[src/rtl/comparador_filtrado.sv]
// comparador_filtrado: registered signed/unsigned comparator with stability filter,
// one-hot LED decode and saturating commit counters.
module comparador_filtrado #(
    parameter int WIDTH   = 4,
    parameter int ESTABLE = 3,
    parameter int CNT_W   = 8
) (
    input  logic             clk,
    input  logic             rst_n,
    input  logic [WIDTH-1:0] A,
    input  logic [WIDTH-1:0] B,
    input  logic             valido,
    input  logic             modo_signo,
    input  logic             borrar,
    output logic [3:0]       leds,
    output logic             cambio,
    output logic [CNT_W-1:0] cuenta_a,
    output logic [CNT_W-1:0] cuenta_b
);
    localparam int CW = $clog2(ESTABLE + 1);
    // NADA marks "nothing committed", so raw never matches it.
    typedef enum logic [1:0] {NADA, IGUAL, AMAYOR, BMAYOR} res_t;
    typedef enum logic [1:0] {VACIO, CONFIRMA, FIJO} est_t;
    logic [WIDTH-1:0] r_a, r_b, w_ax, w_bx;
    logic             r_s, r_v, r_cambio;
    est_t             r_estado;
    res_t             r_cand, r_conf, w_raw, w_cval;
    logic [CW-1:0]    r_cnt;
    logic [CNT_W-1:0] r_cnta, r_cntb;
    logic             w_nuevo, w_sube, w_aborta, w_commit;
    // Flipping the sign bit maps two's-complement order onto unsigned order.
    always_comb begin
        w_ax = r_a;
        w_bx = r_b;
        w_ax[WIDTH-1] = r_a[WIDTH-1] ^ r_s;
        w_bx[WIDTH-1] = r_b[WIDTH-1] ^ r_s;
        w_raw = w_ax > w_bx ? AMAYOR : w_ax < w_bx ? BMAYOR : IGUAL;
        w_nuevo = r_v && (r_estado == VACIO
                  || (r_estado == CONFIRMA && w_raw != r_cand && w_raw != r_conf)
                  || (r_estado == FIJO && w_raw != r_conf));
        w_sube = r_v && r_estado == CONFIRMA && w_raw == r_cand;
        w_aborta = r_v && r_estado == CONFIRMA && w_raw != r_cand && w_raw == r_conf;
        w_commit = (w_nuevo && ESTABLE == 1) || (w_sube && (r_cnt + 1'b1) == CW'(ESTABLE));
        w_cval = w_nuevo ? w_raw : r_cand;
    end
    always_ff @(posedge clk or negedge rst_n) begin
        if (!rst_n) begin
            r_a      <= '0;
            r_b      <= '0;
            r_s      <= 1'b0;
            r_v      <= 1'b0;
            r_estado <= VACIO;
            r_cand   <= NADA;
            r_conf   <= NADA;
            r_cnt    <= '0;
            r_cambio <= 1'b0;
            r_cnta   <= '0;
            r_cntb   <= '0;
        end else begin
            r_v      <= valido;
            r_cambio <= w_commit;
            if (valido) begin
                r_a <= A;
                r_b <= B;
                r_s <= modo_signo;
            end
            if (w_nuevo) begin
                r_cand <= w_raw;
                r_cnt  <= CW'(1);
            end
            if (w_sube)
                r_cnt <= r_cnt + 1'b1;
            if (w_aborta) begin
                r_cnt    <= '0;
                r_estado <= FIJO;
            end
            if (w_commit) begin
                r_conf   <= w_cval;
                r_estado <= FIJO;
            end else if (w_nuevo || w_sube)
                r_estado <= CONFIRMA;
            if (borrar) begin
                r_cnta <= '0;
                r_cntb <= '0;
            end else if (w_commit) begin
                if (w_cval == AMAYOR && !(&r_cnta))
                    r_cnta <= r_cnta + 1'b1;
                if (w_cval == BMAYOR && !(&r_cntb))
                    r_cntb <= r_cntb + 1'b1;
            end
        end
    end
    assign leds     = {r_estado == CONFIRMA, r_conf == IGUAL, r_conf == BMAYOR, r_conf == AMAYOR};
    assign cambio   = r_cambio;
    assign cuenta_a = r_cnta;
    assign cuenta_b = r_cntb;
endmodule

[config.mk]
export PLATFORM = sky130hd
export DESIGN_NAME = comparador_filtrado
export DESIGN_NICKNAME = d
export VERILOG_FILES = /design/src/rtl/comparador_filtrado.sv
export SDC_FILE = /design/constraint.sdc
export NUM_CORES = 1
export LEC_CHECK = 0
export BUFFER_PORTS_ARGS = -buffer_cell sky130_fd_sc_hd__clkbuf_2
export CORE_MARGIN = 2
export CORE_UTILIZATION = 40
export CTS_BUF_LIST = sky130_fd_sc_hd__clkbuf_4
export DETAILED_ROUTE_END_ITERATION = 10
export PLACE_DENSITY = 0.66
export SLEW_MARGIN = 20
export SYNTH_ARGS = -nofsm -noshare
export SYNTH_HDL_FRONTEND = slang
export SYNTH_SLANG_ARGS = --single-unit
export TNS_END_PERCENT = 10
[constraint.sdc]
create_clock -name clk -period 5.8 [get_ports clk]
set_input_delay 0.87 -clock clk [delete_from_list [all_inputs] [get_ports clk]]
set_output_delay 0.87 -clock clk [all_outputs]
set_load 0.005 [all_outputs]
Yosys cells after proc, flatten, opt, wreduce, memory -nomap -nowiden

Index checks and enable logic that the tools add are counted.

$add $sub $neg: 3
Multipliers: 0
Div/mod/pow operators: 0
Magnitude comparators: 2
Equality and inequality tests: 12
Shifts and indexed selects: 0
Muxes and demuxes: 15
Bitwise logic cells: 2
Reductions and logical operators: 26

Operator list:

| operator            | count |
|---|---|
| $mux 8              | 6 |
| $mux 2              | 9 |
| $add 8x1->8 const B | 2 |
| $reduce_and 8->1    | 2 |
| $eq 2x2->1 const B  | 6 |
| $logic_and 1x1->1   | 11 |
| $reduce_bool 2->1   | 3 |
| $reduce_bool 3->1   | 2 |
| $eq 2x1->1 const B  | 2 |
| $eq 2x2->1          | 2 |
| $gt 4x4->1          | 1 |
| $lt 4x4->1          | 1 |
| $ne 2x2->1          | 2 |
| $reduce_and 2->1    | 2 |
| $logic_or 1x1->1    | 3 |
| $add 2x1->2 const B | 1 |
| $logic_not 1->1     | 2 |
| $logic_not 2->1     | 1 |
| $xor 1x1->1         | 2 |

Flip-flop bits (word level): 35
Latch bits: 0
Bits in writable memories: 0
Memory bits (read-only): 0
Output and inout bits: 21
Memories kept: 0

Depth between registers and ports, before layout

Gate-level depths: netlist of the first run.

Depth in word-level cells: 16
Depth in mapped cells: 9

Worst setup path after synthesis of the first run

No wires, ideal clock.

Kind: reg2reg
Start point: register r_s
End point: register r_cand[0]
Library setup time: 0.125 ns
Arrival: 2.308 ns
Setup slack: 3.367 ns
Cell stages (with the launch flop): 10
Buffers on the path: 0
Cell sequence: dfrtp_1 -> xor2_1 -> ha_1 -> a21oi_1 -> a311o_1 -> o22ai_2 -> nand2b_4 -> a2111oi_4 -> a31oi_4 -> mux2_4

Longest elaborated chain between the ends: 11

RTL lines:

| element                               | line   | RTL |
|---|---|---|
| start, declared                       | 25     | `logic r_s, r_v, r_cambio;` |
| start signal, assigned                | 65     | `r_s <= modo_signo;` |
| $xor 1x1->1, on equally long branches | 35, 36 |  |
| $lt 4x4->1                            | 37     | `w_raw = w_ax > w_bx ? AMAYOR : w_ax < w_bx ? BMAYOR : IGUAL;` |
| $mux 2                                | 37     |  |
| $mux 2 (*)                            | 37     |  |
| $ne 2x2->1                            | 39     | `\|\| (r_estado == CONFIRMA && w_raw != r_cand && w_raw != r_conf)` |
| $logic_and 1x1->1 (2 in series)       | 39     |  |
| $logic_or 1x1->1                      | 39     |  |
| $logic_or 1x1->1                      | 40     | `\|\| (r_estado == FIJO && w_raw != r_conf));` |
| $logic_and 1x1->1                     | 38     | `w_nuevo = r_v && (r_estado == VACIO` |
| $mux 2 (*)                            | -      |  |
| net w_cval[0]                         | 27     | `res_t r_cand, r_conf, w_raw, w_cval;` |
| end signal, assigned                  | 68     | `r_cand <= w_raw;` |
| end, declared                         | 27     |  |

The timed path passes the listed nets; every way through them passes the cells marked *.
A chain may end at the register's enable or synchronous reset.

Final worst setup path of the first run

Ends and elaborated chain as after synthesis.

==> results of run 1 <==
[sequential cells by signal (all words and copies together), names as in the netlist]
register and cells:
cambio 1, cuenta_a 8, cuenta_b 8, r_a 4
r_b 4, r_cand 2, r_cnt 2, r_conf 2
r_estado 2, r_s 1, r_v 1
[logic make-up (layout without fill, tap and decap cells)]
logic type	after synthesis	after routing	share of synthesized area, %
muxes	10	10	5.88
buffers and inverters	12	49	2.42
xor gates and xnor gates	14	14	6.41
AOI/OAI and AO/OA	36	36	14.8
and+or+nand+nor	66	66	20.1
adders and majority gates	7	7	4.57
DFF	35	35	45.8
[where the power goes]
group	switching, W	internal (W)
logic	0.000126	0.0000995
registers	0.0000360	0.000270
clock network	0.0000841	0.000139
total	0.000246	0.000509
[routing by layer]
metal	up-vias	GRT usage, %	share of wire [%]
met5	-	0	0
met3	4	3.73	4.4
met2	33	24.2	46
met1	680	20.5	49
met4	0	5.14	0.66
li1	708	-	-
[cell usage in the layout, fill, tap and decap left out, types with 6 or more instances in the layout]
master and n:
xor2_1 11, clkbuf_2 33, o21ai_0 9, mux2_2 6, nor2_1 20, ha_1 7
inv_1 7, dfrtp_1 35, a21oi_1 8, nand2_1 15, clkbuf_4 6
[path summary, 6_finish.rpt]
kind	startpoint	endpoint
hold / removal	r_b[0]$_DFFE_PN0P_	r_b[0]$_DFFE_PN0P_
setup / recovery	r_s$_DFFE_PN0P_	r_cand[0]$_DFF_PN0_
max in group asynchronous	rst_n	r_b[1]$_DFFE_PN0P_
hold reg to reg	r_b[0]$_DFFE_PN0P_	r_b[0]$_DFFE_PN0P_
setup reg to reg	r_s$_DFFE_PN0P_	r_cand[0]$_DFF_PN0_
min in group asynchronous	rst_n	cuenta_a[0]$_DFFE_PN0P_
[per-stage QoR]
step / utilization (%) / instance area (µm²) / hold slack [ns]
2_1_floorplan: - / 1910 / 0.477
3_3_place_gp: 45.7 / 2130 / 0.501
3_5_place_dp: 45.7 / 2130 / 0.506
4_1_cts: 48.0 / 2240 / 0.531
5_1_grt: 48.0 / 2240 / 0.561
6_report: 48.0 / 2240 / 0.523
[cell type report]
class                   instances  area, µm²  share of cell area [%]
repair buffers                 33        165                    7.39
clock buffers                   6       45.0                    2.01
inverters                       8       30.0                    1.34
flip-flops and latches         35        876                    39.2
multi-input cells             133        992                    44.4
well taps                      54       67.6                    3.02
clock inverters                 2       60.1                    2.69
[worst reg2reg max path, cell delays in order (launching register included)]
cell and delay [ns]:
dfrtp_1 0.42, xor2_1 0.15, ha_1 0.35, a21oi_1 0.33
a311o_1 0.28, o22ai_2 0.09, nand2b_4 0.17, a2111oi_4 0.35
a31oi_4 0.10, mux2_4 0.32
==> results by group, run 1 <==
Status
  • Status: finished clean

Timing
  • Rel. slew slack: 41.4%
  • Layout Skew: 0.0178 ns
  • Worst-Margin Slew: 0.878 ns
  • Setup TNS Final: 0 ns
  • Min setup slack post-route: 3.14 ns
  • Slew Viols, Final: 0
  • Tcrit/Tclk final: 45.9%
  • RSZ-0062 raised after global routing: false
  • Final Critical Period: 2.66 ns
  • F_max: 0.376 GHz
  • Final setup violation count: 0
  • Fin. Hold Viols: 0

Yosys
  • Synth area leaders: dfrtp_1, xor2_1, ha_1, nor2_1, mux2_2
  • Largest area contributor in the netlist: dfrtp_1
  • Most used DFF post-synth: dfrtp_1
  • Yosys top cell area share: 45.8%
  • Seq/Total Area, Yosys: 45.8%
  • Mapped Cells: 180
  • Yosys cell types: 46
  • Mapped Nets: 200
  • Mean post-synth cell area: 10.6 µm²
  • Area of the mapped netlist: 1910 µm²
  • Yosys Warn Count: 0
  • Post-synth EDFFs: 0
  • Most common cell in the netlist: dfrtp_1
  • Async S/R FF share, synth: 100%
  • Post-synth top cells: dfrtp_1, nor2_1, nand2_1
  • Post-synthesis register bit count: 35

Place
  • Dpl cells: 263
  • I/O Buffers: 33
  • Final HPWL DP: 2.56 mm
  • Worst slack, placed: 3.20 ns
  • Placer's final routability congestion estimate: 0.809

Critical path
  • Worst-path cell chain: xor2_1, ha_1, a21oi_1, a311o_1, o22ai_2, nand2b_4, a2111oi_4, a31oi_4, mux2_4
  • Critical path depth: 9
  • Delay-heaviest family, CP: compound AO/OA/AOI/OAI gates
  • Crit-path max cell delay: 0.42 ns
  • CP max-delay cell: dfrtp_1
  • WS Path Type: flip-flop to flip-flop
  • CP Launch Type: flip-flop
  • Worst Path Arrival: 2.90 ns
  • Worst-path fanout max: 6
  • Register-to-Register Path Depth: 9
  • Reg2reg setup slack: 3.14 ns
  • CP Buf/Inv Count: 0
  • Worst path required time: 6.04 ns
  • Crit end category: flip-flop

Clocking
  • Post-CTS Resized: 0
  • Htree depth: 2
  • Skew-Pair Late Insertion Delay: 0.34 ns
  • Clk root buf: clkbuf_4
  • CTS buffer count: 5
  • Clk buf depth: 2
  • # clock sinks: 35
  • CTS tree: done
  • Hold-fix buffers at CTS: 0
  • Worst-path clk slew: 0.12 ns
  • Setup bufs post-CTS: 0

Global routing
  • First-pass GRT wire length: 6.38 mm
  • Largest net degree at the start of global routing: 36
  • Grt ovf: 0
  • Via count of the first global-routing pass: 1392
  • GRT Util Overall: 15.3%
  • Initial antenna violation count: 0

Die
  • Die area: 5360 µm²
  • Chip width: 73.2 µm
  • Core region area: 4660 µm²
  • Initial Util: 41.1%
  • Die H: 73.2 µm
  • Row cnt: 25
  • IO Pins: 34

Route
  • Final ANT Viol Nets: 0
  • DR DRC count: 0
  • Wire per inst: 13.4 µm
  • DR vias/cell: 5.26
  • Final wirelength: 3.62 mm
  • Initial DRC count: 73
  • DR pass1 iterations: 4
  • Via count: 1425

Power
  • Total power: 0.000755 W
  • Pwr Density: 337 nW/µm²
  • IR drop worst, VDD: 0.175 mV
  • Leak: 1.06 nW

Cells and area
  • Fraction of layout cells with a size suffix above 1: 27.6%
  • Area grow syn2layout: 16.8%
  • Number of fill cells in the layout: 448
  • Finished Layout Cells: 271
  • Antenna Cells: 0
  • Layout Nets: 236

Flow run
  • Max-cap viol count: 0

Worst hold path
  • Worst hold path class: flip-flop to flip-flop
  • Hold path cells: 1
(Power assumes the default switching activity.)
==> run 2, diff against run 1 <==
--- a/config.mk
+++ b/config.mk
@@ -5,6 +5,7 @@
 export SDC_FILE = /design/constraint.sdc
 export NUM_CORES = 1
 export LEC_CHECK = 0
+export ABC_AREA = 1
 export BUFFER_PORTS_ARGS = -buffer_cell sky130_fd_sc_hd__clkbuf_2
 export CORE_MARGIN = 2
 export CORE_UTILIZATION = 40
==> constraint.sdc (replaced) <==
create_clock -name clk -period 2.77 [get_ports clk]
set_input_delay 0.4155 -clock clk [delete_from_list [all_inputs] [get_ports clk]]
set_output_delay 0.4155 -clock clk [all_outputs]
set_load 0.005 [all_outputs]
==> results by group, run 2 <==
Status
  • Status: finished clean (unchanged)

Clocking
  • Post-CTS Resized: 0 (unchanged)
  • Worst-path clk slew: 0.11 ns (was 0.12 ns)
  • Clk root buf: clkbuf_4 (unchanged)
  • Htree depth: 2 (unchanged)
  • CTS tree: done (unchanged)
  • CTS buffer count: 5 (unchanged)
  • Clk buf depth: 2 (unchanged)
  • Skew-Pair Late Insertion Delay: 0.35 ns (was 0.34 ns)
  • Hold-fix buffers at CTS: 0 (unchanged)
  • Setup bufs post-CTS: 0 (unchanged)
  • # clock sinks: 35 (unchanged)

Route
  • Initial DRC count: 40 (was 73)
  • Wire per inst: 11.1 µm (was 13.4 µm)
  • DR vias/cell: 4.70 (was 5.26)
  • DR DRC count: 0 (unchanged)
  • Final ANT Viol Nets: 0 (unchanged)
  • DR pass1 iterations: 4 (unchanged)
  • Via count: 1646 (was 1425)
  • Final wirelength: 3.88 mm (was 3.62 mm)

Timing
  • Layout Skew: 0.0107 ns (was 0.0178 ns)
  • Tcrit/Tclk final: 86.2% (was 45.9%)
  • Slew Viols, Final: 0 (unchanged)
  • Setup TNS Final: 0 ns (unchanged)
  • Min setup slack post-route: 0.381 ns (was 3.14 ns)
  • RSZ-0062 raised after global routing: false (unchanged)
  • Worst-Margin Slew: 0.881 ns (was 0.878 ns)
  • Final setup violation count: 0 (unchanged)
  • F_max: 0.419 GHz (was 0.376 GHz)
  • Rel. slew slack: 41.2% (was 41.4%)
  • Fin. Hold Viols: 0 (unchanged)
  • Min Hold Slack: 0.160 ns (was 0.523 ns)
  • Final Critical Period: 2.39 ns (was 2.66 ns)

Power
  • Sw Share: 40.9% (was 32.6%)
  • Switching pwr: 0.000589 W (was 0.000246 W)
  • Leak: 1.39 nW (was 1.06 nW)
  • Internal power: 0.000853 W (was 0.000509 W)
  • Gate power share: 37.5% (was 29.9%)
  • Pwr Density: 610 nW/µm² (was 337 nW/µm²)
  • IR drop worst, VDD: 0.240 mV (was 0.175 mV)
  • Reg power frac: 42.8% (was 40.5%)
  • Clock power share: 19.7% (was 29.6%)

Cells and area
  • Area grow syn2layout: 13.9% (was 16.8%)
  • Fraction of layout cells with a size suffix above 1: 26.8% (was 27.6%)
  • Layout Nets: 299 (was 236)
  • Finished layout cell area: 2360 µm² (was 2240 µm²)
  • Most frequent cells in the layout: nand3_1, nand2_1, dfrtp_1 (was dfrtp_1, clkbuf_2, nor2_1)
  • Commonest non-fill, non-tap cell in the layout: nand3_1 (was dfrtp_1)
  • Antenna Cells: 0 (unchanged)

Global routing
  • Largest net degree at the start of global routing: 36 (unchanged)
  • Grt ovf: 0 (unchanged)
  • First-pass GRT wire length: 6.89 mm (was 6.38 mm)
  • Via count of the first global-routing pass: 1508 (was 1392)
  • Initial antenna violation count: 0 (unchanged)
  • GRT Util Overall: 14.7% (was 15.3%)

Critical path
  • Crit-path max cell delay: 0.42 ns (about the same)
  • RR Endpoint: cuenta_a[7]$_DFFE_PN0P_ (was r_cand[0]$_DFF_PN0_)
  • Crit end category: flip-flop (unchanged)
  • Worst path required time: 3.06 ns (was 6.04 ns)
  • CP Launch Type: flip-flop (unchanged)
  • Most common cell on crit path: nand2_2
  • Worst Path Arrival: 2.68 ns (was 2.90 ns)
  • CP max-delay cell: dfrtp_1 (unchanged)
  • Reg2reg setup slack: 0.38 ns (was 3.14 ns)
  • Worst-path fanout max: 8 (was 6)
  • WS Path Type: flip-flop to flip-flop (unchanged)
  • Worst-path cell chain: xor2_1, ha_1, a21oi_2, nand2_4, nand2_2, nand2_2, nand2_2, nand2_2, nand2_2, nand2_4, nand2_4, nand2_1, nand2_1, nand2_2, nor2_8, nand3_1, nand2_1 (was xor2_1, ha_1, a21oi_1, a311o_1, o22ai_2, nand2b_4, a2111oi_4, a31oi_4, mux2_4)
  • Register-to-Register Path Depth: 17 (was 9)
  • Reg2reg start: r_s$_DFFE_PN0P_ (unchanged)

Die
  • IO Pins: 34 (unchanged)
  • Die area: 5780 µm² (was 5360 µm²)
  • Core region area: 5040 µm² (was 4660 µm²)
  • Chip width: 76.0 µm (was 73.2 µm)
  • Die H: 76.0 µm (was 73.2 µm)
  • Initial Util: 41.2% (was 41.1%)
  • Row cnt: 26 (was 25)

Yosys
  • Mapped Nets: 263 (was 200)
  • Yosys top cell area share: 42.2% (was 45.8%)
  • Most common cell in the netlist: nand3_1 (was dfrtp_1)
  • Mean post-synth cell area: 8.54 µm² (was 10.6 µm²)
  • Area of the mapped netlist: 2080 µm² (was 1910 µm²)
  • Post-synth EDFFs: 0 (unchanged)
  • Async S/R FF share, synth: 100% (unchanged)
  • Most used DFF post-synth: dfrtp_1 (unchanged)
  • Largest area contributor in the netlist: dfrtp_1 (unchanged)
  • Seq/Total Area, Yosys: 42.2% (was 45.8%)
  • Yosys Warn Count: 0 (unchanged)
  • Yosys cell types: 27 (was 46)
  • Post-synth top cells: nand3_1, nand2_1, dfrtp_1 (was dfrtp_1, nor2_1, nand2_1)
  • Synth area leaders: dfrtp_1, nand3_1, nand2_1, inv_1, ha_1 (was dfrtp_1, xor2_1, ha_1, nor2_1, mux2_2)
  • Mapped Cells: 243 (was 180)
  • Post-synthesis register bit count: 35 (unchanged)

Place
  • Worst slack, placed: 0.365 ns (was 3.20 ns)
  • I/O Buffers: 33 (unchanged)
  • Cell Area, Placed: 2310 µm² (was 2130 µm²)
  • Final HPWL DP: 2.83 mm (was 2.56 mm)
  • Placer's final routability congestion estimate: 0.761 (was 0.809)

Worst hold path
  • Worst hold path class: input port to async pin (was flip-flop to flip-flop)

Flow run
  • Max-cap viol count: 0 (unchanged)
run 2: changes by cell type in the layout (fill, tap and decap cells not counted), moves of 3 or more:
cell / before / now
a21oi_1: 8 / 0
nand2_2: 0 / 10
nor2b_1: 3 / 0
mux2i_1: 3 / 0
nand4_1: 5 / 2
nand2_1: 15 / 45
nand2_4: 0 / 7
and2_1: 3 / 0
and3_1: 5 / 0
nand3_1: 3 / 46
nor2_1: 20 / 14
inv_1: 7 / 32
run 2: metrics by stage:
| stage | total power (W) | std cells | utilization (%) |
|---|---|---|---|
| after CTS | 0.00146 | 350 | 46.9 |
| after global routing | 0.00155 | 350 | 46.9 |
| final | 0.00144 | 350 | 46.9 |
| after detailed placement | 0.00118 | 342 | 45.8 |
| after floorplan | 0.00106 | 243 | - |
| after global placement | 0.00117 | 342 | 45.8 |
run 2: layout make-up:
cell class | count | area [µm²]
fill | 487 | 2680
multi-input combinational | 167 | 1040
clock inverter | 2 | 7.51
sequential | 35 | 876
inverter | 37 | 146
timing repair buffer | 33 | 165
clock buffer | 6 | 45.0
tap | 70 | 87.6
run 2: worst max-delay path by stage:
stage / start / end / slack, ns / cells past startpoint
4_1_cts: r_a[3]$_DFFE_PN0P_ / cuenta_b[6]$_DFFE_PN0P_ / 0.35 / 16
2_1_floorplan: r_s$_DFFE_PN0P_ / cuenta_b[6]$_DFFE_PN0P_ / 0.59 / 18
3_5_place_dp: r_s$_DFFE_PN0P_ / cuenta_b[5]$_DFFE_PN0P_ / 0.36 / 16
5_1_grt: r_s$_DFFE_PN0P_ / cuenta_b[5]$_DFFE_PN0P_ / 0.15 / 16
3_3_place_gp: r_s$_DFFE_PN0P_ / cuenta_b[2]$_DFFE_PN0P_ / 0.38 / 16
6_report: r_s$_DFFE_PN0P_ / cuenta_a[7]$_DFFE_PN0P_ / 0.38 / 17
run 2: power by group through the flow:
| stage | clock network (W) | logic [W] | registers, W |
|---|---|---|---|
| floorplan | 0 | 0.000446 | 0.000616 |
| global placement | 0 | 0.000542 | 0.000627 |
| detailed placement | 0 | 0.000550 | 0.000628 |
| CTS | 0.000294 | 0.000553 | 0.000617 |
| global route | 0.000317 | 0.000607 | 0.000626 |
| finish | 0.000284 | 0.000541 | 0.000617 |
run 2: layer usage:
| layer | vias to the layer above | share of wire [%] | global-route usage (%) |
|---|---|---|---|
| met5 | - | 0 | 0 |
| met4 | 0 | 1.9 | 7.09 |
| met3 | 7 | 4.6 | 4.27 |
| met2 | 31 | 45 | 22.1 |
| met1 | 763 | 49 | 19.6 |
| li1 | 845 | - | - |
run 2: worst max-delay path: cells and delay by family, from the launching register on:
family,cells,cell delay (ns)
AO/OA/AOI/OAI,1,0.22
XOR/XNOR,1,0.16
adder cells (fa/ha/maj),1,0.33
flip-flops,1,0.42
AND/OR/NAND/NOR,14,1.20
run 2: cells by family (layout without fill, tap and decap cells):
kind of cell | count (synthesis) | count (layout) | synth area share [%]
AND/OR/NAND/NOR | 132 | 132 | 34.7
buffers and inverters | 41 | 78 | 7.90
flip-flops | 35 | 35 | 42.2
XOR/XNOR | 12 | 12 | 5.06
AO/OA/AOI/OAI | 10 | 10 | 2.71
adder cells (fa/ha/maj) | 7 | 7 | 4.22
multiplexers | 6 | 6 | 3.25
